**config.mk**
```make
export PLATFORM = sky130hd
export DESIGN_NAME = ticket_machine_param
export DESIGN_NICKNAME = d
export VERILOG_FILES = /design/src/rtl/ticket_pkg.sv /design/src/rtl/ticket_coin_decode.sv /design/src/rtl/ticket_machine_param.sv
export SDC_FILE = /design/constraint.sdc
export NUM_CORES = 1
export LEC_CHECK = 0
export ABC_AREA = 1
export BUFFER_PORTS_ARGS = -buffer_cell sky130_fd_sc_hd__buf_2
export CAP_MARGIN = 20
export CORE_MARGIN = 2
export CORE_UTILIZATION = 32
export CTS_CLUSTER_SIZE = 10
export DETAILED_ROUTE_END_ITERATION = 7
export GPL_ROUTABILITY_DRIVEN = 0
export PLACE_DENSITY_LB_ADDON = 0.15
export RECOVER_POWER = 100
export SLEW_MARGIN = 30
export SYNTH_ARGS = -nofsm -noshare
export SYNTH_HDL_FRONTEND = slang
export SYNTH_SLANG_ARGS = --single-unit
```
**constraint.sdc**
```tcl
create_clock -name clk -period 2.2 [get_ports clk]
set_input_delay 0.33 -clock clk [delete_from_list [all_inputs] [get_ports clk]]
set_output_delay 0.33 -clock clk [all_outputs]
set_load 0.1 [all_outputs]
```
**src/rtl/ticket_pkg.sv**
```systemverilog
`default_nettype none
// ============================================================================
//  Module      : ticket_pkg
//  Description : Shared definitions for the parametrised ticket machine:
//                FSM state encoding and coin denomination values (units of 10).
//  Revision    : 1.0 - initial release
// ============================================================================
package ticket_pkg;

    typedef enum logic [2:0] {
        IDLE     = 3'd0,
        COLLECT  = 3'd1,
        DISPENSE = 3'd2,
        CHANGE   = 3'd3,
        REFUND   = 3'd4
    } state_e;

    localparam logic [2:0] COIN_TEN    = 3'd1;
    localparam logic [2:0] COIN_TWENTY = 3'd2;
    localparam logic [2:0] COIN_FIFTY  = 3'd5;

endpackage : ticket_pkg
`default_nettype wire

```
**src/rtl/ticket_coin_decode.sv**
```systemverilog
`default_nettype none
// ============================================================================
//  Module      : ticket_coin_decode
//  Description : Combinational priority encoder for the coin strobes.
//                fifty beats twenty beats ten; lower coins seen in the same
//                cycle are dropped.
//  Ports       : ten_i, twenty_i, fifty_i - coin strobes from the acceptor
//                valid_o                  - at least one strobe is high
//                value_o                  - accepted coin value (units of 10)
//  Revision    : 1.0 - initial release
// ============================================================================
module ticket_coin_decode
    import ticket_pkg::*;
(
    input  logic       ten_i,
    input  logic       twenty_i,
    input  logic       fifty_i,
    output logic       valid_o,
    output logic [2:0] value_o
);

    always_comb begin
        valid_o = ten_i | twenty_i | fifty_i;
        if (fifty_i) begin
            value_o = COIN_FIFTY;
        end else if (twenty_i) begin
            value_o = COIN_TWENTY;
        end else if (ten_i) begin
            value_o = COIN_TEN;
        end else begin
            value_o = 3'd0;
        end
    end

endmodule : ticket_coin_decode
`default_nettype wire

```
**src/rtl/ticket_machine_param.sv**
```systemverilog
`default_nettype none
// ============================================================================
//  Module      : ticket_machine_param
//  Description : Parametrised ticket vending FSM. Accumulates coin credit,
//                dispenses at PRICE, returns exact change, refunds on cancel
//                or inactivity timeout, and counts tickets sold.
//  Ports       : clk, clear (async, active-high)
//                ten / twenty / fifty  - coin strobes (1 / 2 / 5 units)
//                cancel                - customer cancel request
//                ready, bill           - idle / collecting status
//                dispense, return_sig  - one-cycle ticket / change pulses
//                change                - amount returned while return_sig=1
//                credit                - current accumulated credit
//                sold                  - tickets dispensed, wraps silently
//  Revision    : 1.0 - initial release
// ============================================================================
module ticket_machine_param
    import ticket_pkg::*;
#(
    parameter int PRICE   = 3,
    parameter int TIMEOUT = 255,
    parameter int SOLD_W  = 16
) (
    input  logic                         clk,
    input  logic                         clear,
    input  logic                         ten,
    input  logic                         twenty,
    input  logic                         fifty,
    input  logic                         cancel,
    output logic                         ready,
    output logic                         bill,
    output logic                         dispense,
    output logic                         return_sig,
    output logic [$clog2(PRICE+5)-1:0]   change,
    output logic [$clog2(PRICE+5)-1:0]   credit,
    output logic [SOLD_W-1:0]            sold
);

    // Credit never exceeds PRICE+4 (PRICE-1 held plus a fifty), so CW bits
    // are always enough and the credit adder cannot overflow.
    localparam int            CW       = $clog2(PRICE + 5);
    localparam int            TW       = (TIMEOUT > 0) ? $clog2(TIMEOUT + 1) : 1;
    localparam bit            TMO_EN   = (TIMEOUT > 0);
    localparam logic [CW-1:0] PRICE_C  = CW'(PRICE);
    localparam logic [TW-1:0] TMO_LAST = TW'((TIMEOUT > 0) ? TIMEOUT - 1 : 0);

    state_e              state_q, state_d;
    logic [CW-1:0]       credit_q, credit_d;
    logic [TW-1:0]       tmo_q, tmo_d;
    logic [SOLD_W-1:0]   sold_q, sold_d;

    logic                ready_q, bill_q, dispense_q, return_q;
    logic [CW-1:0]       change_q;

    logic                coin_valid;
    logic [2:0]          coin_value;
    logic [CW-1:0]       coin_ext;
    logic [CW-1:0]       credit_sum;

    ticket_coin_decode u_coin_decode (
        .ten_i    (ten),
        .twenty_i (twenty),
        .fifty_i  (fifty),
        .valid_o  (coin_valid),
        .value_o  (coin_value)
    );

    assign coin_ext   = CW'(coin_value);
    assign credit_sum = credit_q + coin_ext;

    // Next-state / next-credit logic.
    always_comb begin
        state_d  = state_q;
        credit_d = credit_q;
        tmo_d    = tmo_q;
        sold_d   = sold_q;
        case (state_q)
            IDLE: begin
                tmo_d = '0;
                if (coin_valid) begin
                    credit_d = coin_ext;
                    state_d  = (coin_ext >= PRICE_C) ? DISPENSE : COLLECT;
                end else begin
                    credit_d = '0;
                end
            end
            COLLECT: begin
                // Cancel wins over any coin in the same cycle.
                if (cancel) begin
                    state_d = REFUND;
                    tmo_d   = '0;
                end else if (coin_valid) begin
                    credit_d = credit_sum;
                    tmo_d    = '0;
                    if (credit_sum >= PRICE_C) begin
                        state_d = DISPENSE;
                    end
                end else if (TMO_EN) begin
                    // Counter holds the number of quiet cycles already seen;
                    // the T-th quiet edge moves to REFUND.
                    if (tmo_q == TMO_LAST) begin
                        state_d = REFUND;
                        tmo_d   = '0;
                    end else begin
                        tmo_d = tmo_q + TW'(1);
                    end
                end
            end
            DISPENSE: begin
                sold_d = sold_q + SOLD_W'(1);
                tmo_d  = '0;
                if (credit_q > PRICE_C) begin
                    credit_d = credit_q - PRICE_C;
                    state_d  = CHANGE;
                end else begin
                    credit_d = '0;
                    state_d  = IDLE;
                end
            end
            CHANGE, REFUND: begin
                credit_d = '0;
                tmo_d    = '0;
                state_d  = IDLE;
            end
            default: begin
                credit_d = '0;
                tmo_d    = '0;
                state_d  = IDLE;
            end
        endcase
    end

    // State, counters and Moore outputs. Outputs are registered from the
    // next state so they line up exactly with the state they describe.
    always_ff @(posedge clk or posedge clear) begin
        if (clear) begin
            state_q    <= IDLE;
            credit_q   <= '0;
            tmo_q      <= '0;
            sold_q     <= '0;
            ready_q    <= 1'b1;
            bill_q     <= 1'b0;
            dispense_q <= 1'b0;
            return_q   <= 1'b0;
            change_q   <= '0;
        end else begin
            state_q    <= state_d;
            credit_q   <= credit_d;
            tmo_q      <= tmo_d;
            sold_q     <= sold_d;
            ready_q    <= (state_d == IDLE);
            bill_q     <= (state_d == COLLECT);
            dispense_q <= (state_d == DISPENSE);
            return_q   <= (state_d == CHANGE) || (state_d == REFUND);
            change_q   <= ((state_d == CHANGE) || (state_d == REFUND)) ? credit_d : '0;
        end
    end

    assign ready      = ready_q;
    assign bill       = bill_q;
    assign dispense   = dispense_q;
    assign return_sig = return_q;
    assign change     = change_q;
    assign credit     = credit_q;
    assign sold       = sold_q;

endmodule : ticket_machine_param
`default_nettype wire

```
==> results.py, run 1 <==
metrics = {
    "outcome": {
        "status": "finished, final reports clean",
    },
    "die": {
        "die_y_microns": 82.7,
        "rows": 28,
        "die_w_microns": 82.7,
        "dieArea_sq_um": 6840,
        "start_util": 0.333,
        "ioPinCount": 32,
        "coreArea_sq_um": 5960,
    },
    "clock_tree": {
        "cts_buffers": 5,
        "cts_sinks": 37,
        "root_buffer": "clkbuf_8",
        "cts_setup_buffers": 0,
        "holdBufCountCts": 0,
        "post_cts_resized": 0,
        "htreeDepth": 2,
        "cts_tree": "yes",
        "clk_latency_ps": 290,
        "cts_buffer_depth": 2,
        "clk_pin_slew_ps": 70,
    },
    "timing": {
        "fin_crit_ps": 1900,
        "fin_skew_ps": 8.19,
        "post-route-period-util": 0.866,
        "setup_viol": 0,
        "slew_violations": 0,
        "fmax_mhz": 525,
        "tns_ps": 0,
        "rsz0062_at_grt": "no",
        "hold_violations": 0,
        "relSlewSlack": 0.225,
        "tightest_slew_ps": 1170,
    },
    "synth": {
        "syn-cell-area_sq_um": 1980,
        "synth-seq-cells": 37,
        "yosys.area.top_type": "dfrtp_1",
        "yosysTopAreaCellShare": 0.454,
        "synth_top_family_by_area": "simple AND/OR/NAND/NOR gates",
        "postSynthAreaPerCell_sq_um": 8.55,
        "synth_warnings": 0,
        "synth_simple_gate_area_share": 0.298,
        "synthMuxAreaShare": 0,
        "synth_compound_area_frac": 0.0479,
        "yosys.cell_types.count": 27,
        "synth_area_leaders": "dfrtp_1, nand2_1, inv_1",
        "synth-xor-area-share": 0.0707,
        "ys_seq_area_frac": 0.468,
        "syn_nets": 245,
        "synth-adder-area-share": 0.0479,
        "synthCells": 232,
    },
    "global_route": {
        "grt.overflow.total": 0,
        "grt_usage": 0.134,
        "antenna_found_initial": 0,
        "first_global_vias": 1460,
        "grt_pass1_wl_microns": 6820,
        "grt_max_degree": 38,
    },
    "run": {
        "maxCapViolCount": 0,
    },
    "worst_setup_path": {
        "cp_num_buf_inv": 1,
        "cp_top_family": "buffers and inverters",
        "path_class": "flip-flop to output pin",
        "critPathRequiredTime_ps": 1870,
        "worst-path-stages": 1,
        "crit_arrival_ps": 1570,
        "cp-start-kind": "flip-flop",
        "rr_worst_depth": 8,
        "r2r-start": "credit[0]",
        "r2r_end": "dispense",
        "critPathSlowestCell": "clkbuf_1",
        "worstPathMaxFanout": 4,
        "critPathCaptureType": "output pin",
        "cp_slowest_stage_delay_ps": 880,
        "path_cells": "clkbuf_1",
        "r2r_slack_ps": 410,
    },
    "finish": {
        "insertedDiodeCount": 0,
        "nets": 283,
        "final_common_cell": "nand2_1",
        "fillers": 659,
        "area_delta_synth_final_pct": 12.8,
        "drive_gt1_frac": 0.130,
        "final_cell_mix": "nand2_1, dfrtp_1, inv_1, nor2_1, clkbuf_1",
    },
    "worst_hold_path": {
        "hold_class": "input pin to asynchronous set/reset pin",
    },
    "power": {
        "vdd_drop_max_mv": 0.692,
        "powerDensity_nw_per_um2": 1320,
        "total_leakage_power_nw": 1.14,
        "total_power_w": 0.00295,
    },
    "routing": {
        "drc_errors": 0,
        "routed_wirelength_microns": 4080,
        "routedWlPerCell_microns": 11.8,
        "drt_iter0_drc": 57,
        "dr.pass1.iters": 4,
        "vias_per_cell": 4.52,
        "final_antenna_net_count": 0,
        "vias": 1561,
    },
    "place": {
        "portBuffers": 31,
        "post-dp-hpwl_microns": 3050,
    },
}
[worst max-delay path by stage]
stage / startpoint / end
3_5_place_dp: twenty / dispense
4_1_cts: credit[0] / dispense
5_1_grt: state_q[0] / sold[12]
3_3_place_gp: twenty / ready
2_1_floorplan: credit[0] / dispense
6_report: sold[8] / sold[8]
[cell type report]
type | count | area [sq um] | share of cell area
Sequential cell | 37 | 927 | 0.414
Multi-Input combinational cell | 161 | 863 | 0.386
Timing Repair Buffer | 32 | 143 | 0.0638
Inverter | 33 | 124 | 0.0554
Tap cell | 75 | 93.8 | 0.0419
Clock buffer | 7 | 86.3 | 0.0386
[stage by stage]
stage | area [sq um] | hold WS, ps | utilization | setup WS [ps] | std cells
after detailed placement | 2230 | 458 | 0.374 | 257 | 338
final | 2240 | 302 | 0.376 | 295 | 345
after CTS | 2310 | 161 | 0.389 | 426 | 345
after floorplan | 1980 | 432 | - | 23.1 | 232
after global routing | 2240 | 414 | 0.376 | 207 | 345
after global placement | 2230 | 455 | 0.374 | 294 | 338
[power breakdown]
part | internal [W] | switching, W | leakage (nW)
clock network | 0.000248 | 0.000229 | 0.0443
registers | 0.000825 | 0.000138 | 0.496
logic | 0.000250 | 0.00126 | 0.596
[cells in the mapped netlist]
cell / n
o21ai_0: 6
dfstp_2: 1
o21ai_1: 1
o21ai_2: 2
nor3_1: 6
xnor2_1: 5
nand2_1: 53
dfrtp_1: 36
xor2_1: 11
ha_1: 6
nand3_2: 1
a22oi_2: 1
buf_6: 1
nor3_2: 3
a21oi_1: 6
nor2_1: 30
nor3b_2: 2
nand2_2: 6
nor3_4: 2
and2_1: 1
nand3b_1: 1
fa_1: 1
nor2_2: 4
nand3_1: 9
nor2_4: 1
nand4_1: 3
inv_1: 33
[flip-flops by register name (all words and copies together), names as in the netlist]
name and flops:
change 3, bill 1, credit 3, state_q 3, return_sig 1, ready 1, sold 16, dispense 1
tmo_q 8
[metal layers]
metal,routed length (microns),track usage,share of wire
met1,2020,0.179,0.49
met4,57,0.0475,0.014
met5,0,0,0
met2,1810,0.202,0.44
met3,193,0.0457,0.047
[cells by family after synthesis]
logic type,after synthesis
buffers and inverters,34
AND/OR/NAND/NOR,122
flip-flops,37
adder cells (fa/ha/maj),7
AO/OA/AOI/OAI,16
XOR/XNOR,16
(Power assumes the default switching activity.)
==> inputs of run 2 (changes only) <==
CORE_ASPECT_RATIO = 2   (was unset)
CORE_UTILIZATION = 56   (was 32)
==> results.py, run 2 (synthesis gave the netlist of run 1 again) <==
metrics = {
    "routing": {
        "routedWlPerCell_microns": 13.3,
        "drc_errors": 0,
        "drt_iter0_drc": 32,
        "dr.pass1.iters": 4,
        "vias": 1602,
        "final_antenna_net_count": 0,
        "routed_wirelength_microns": 4040,
        "vias_per_cell": 5.27,
    },
    "die": {
        "ioPinCount": 32,
        "die_y_microns": 88.2,
        "rows": 30,
        "die_w_microns": 46.1,
        "dieArea_sq_um": 4060,
        "coreArea_sq_um": 3380,
        "start_util": 0.587,
    },
    "global_route": {
        "grt_use_met1": 0.235,
        "grt_max_degree": 38,
        "first_global_vias": 1648,
        "met2_usage": 0.422,
        "grt.overflow.total": 0,
        "grt.busiest_layer": "met2",
        "grt_usage": 0.233,
        "grt_pass1_wl_microns": 6870,
        "antenna_found_initial": 0,
        "grt_util_met3": 0.0412,
    },
    "worst_setup_path": {
        "critPathRequiredTime_ps": 1870,
        "critPathSlowestCell": "clkbuf_1",
        "crit_start": "sold[0]",
        "r2r-start": "state_q[0]",
        "path_class": "flip-flop to output pin",
        "r2r_end": "sold[9]",
        "cp-start-kind": "flip-flop",
        "rr_worst_depth": 6,
        "crit_arrival_ps": 1590,
        "cp_top_family": "buffers and inverters",
        "worstPathMaxFanout": 4,
        "endpoint": "sold[0]",
        "path_cells": "clkbuf_1",
        "critPathCaptureType": "output pin",
        "r2r_slack_ps": 430,
        "cp_slowest_stage_delay_ps": 880,
        "cp_num_buf_inv": 1,
        "worst-path-stages": 1,
    },
    "worst_hold_path": {
        "hold_class": "input pin to asynchronous set/reset pin",
    },
    "timing": {
        "fin_skew_ps": 9.57,
        "hold_violations": 0,
        "relSlewSlack": 0.211,
        "fmax_mhz": 520,
        "hold_ws_ps": 315,
        "fin_crit_ps": 1920,
        "setup_viol": 0,
        "tns_ps": 0,
        "slew_violations": 0,
        "rsz0062_at_grt": "no",
        "tightest_slew_ps": 1190,
        "post-route-period-util": 0.874,
    },
    "power": {
        "total_leakage_power_nw": 1.15,
        "powerDensity_nw_per_um2": 1430,
        "vdd_drop_max_mv": 1.10,
    },
    "finish": {
        "largest_reg_flops": 16,
        "fillers": 317,
        "insertedDiodeCount": 0,
        "final_common_cell": "nand2_1",
        "final_cells": 304,
        "area_delta_synth_final_pct": 12.2,
        "drive_gt1_frac": 0.118,
        "final_cell_mix": "nand2_1, dfrtp_1, inv_1, nor2_1, clkbuf_1",
        "nets": 284,
    },
    "place": {
        "post-dp-hpwl_microns": 3010,
        "portBuffers": 31,
        "dp.cells": 296,
    },
    "clock_tree": {
        "clk_latency_ps": 290,
        "cts_sinks": 37,
        "root_buffer": "clkbuf_8",
        "clk_pin_slew_ps": 80,
        "cts_buffer_depth": 2,
        "htreeDepth": 2,
        "cts_buffers": 5,
        "cts_setup_buffers": 0,
        "post_cts_resized": 0,
        "cts_tree": "yes",
        "holdBufCountCts": 0,
    },
    "run": {
        "maxCapViolCount": 0,
    },
    "outcome": {
        "status": "finished, final reports clean",
    },
}
[run 2: cell count changes in the layout (fill, tap and decap cells not counted)]
cell | previous run | this run
buf_1 | 0 | 1
nor3b_2 | 1 | 0
clkinv_2 | 0 | 1
bufinv_16 | 0 | 2
clkbuf_2 | 13 | 9
nor3b_1 | 1 | 2
clkbuf_8 | 6 | 5
clkbuf_1 | 15 | 18
[run 2: metal layers]
metal	wire, microns	up-vias
met5	0	-
met4	163	0
met3	120	11
met2	2240	36
met1	1520	753
li1	-	802
[run 2: how the worst min path moves through the flow]
stage                       endpoint  cells after the start
after CTS                 state_q[0]                      3
final                     state_q[0]                      3
after detailed placement     sold[9]                      3
after global placement       sold[9]                      3
after global routing        tmo_q[0]                      3
after floorplan             tmo_q[0]                      1
[run 2: power breakdown]
part           switching, W  total [W]  leakage [nW]  internal, W
registers          0.000140   0.000964         0.496     0.000824
clock network      0.000240   0.000691        0.0681     0.000450
logic               0.00127    0.00152         0.583     0.000252
total               0.00165    0.00318          1.15      0.00153
[run 2: area by class of cell]
type | instances | area, sq um | area share
flip-flops and latches | 37 | 927 | 0.417
multi-input cells | 161 | 858 | 0.386
repair buffers | 33 | 141 | 0.0636
inverters | 33 | 124 | 0.0557
clock buffers | 5 | 68.8 | 0.0309
clock inverters | 3 | 65.1 | 0.0292
well taps | 32 | 40.0 | 0.0180
[run 2: metrics by stage]
step	setup WS, ps	utilization	cell area (sq um)	total power (W)
after floorplan	23.1	-	1980	0.00230
after global placement	306	0.646	2180	0.00255
after detailed placement	292	0.646	2180	0.00258
after CTS	496	0.686	2320	0.00327
after global routing	230	0.659	2220	0.00333
final	277	0.659	2220	0.00318
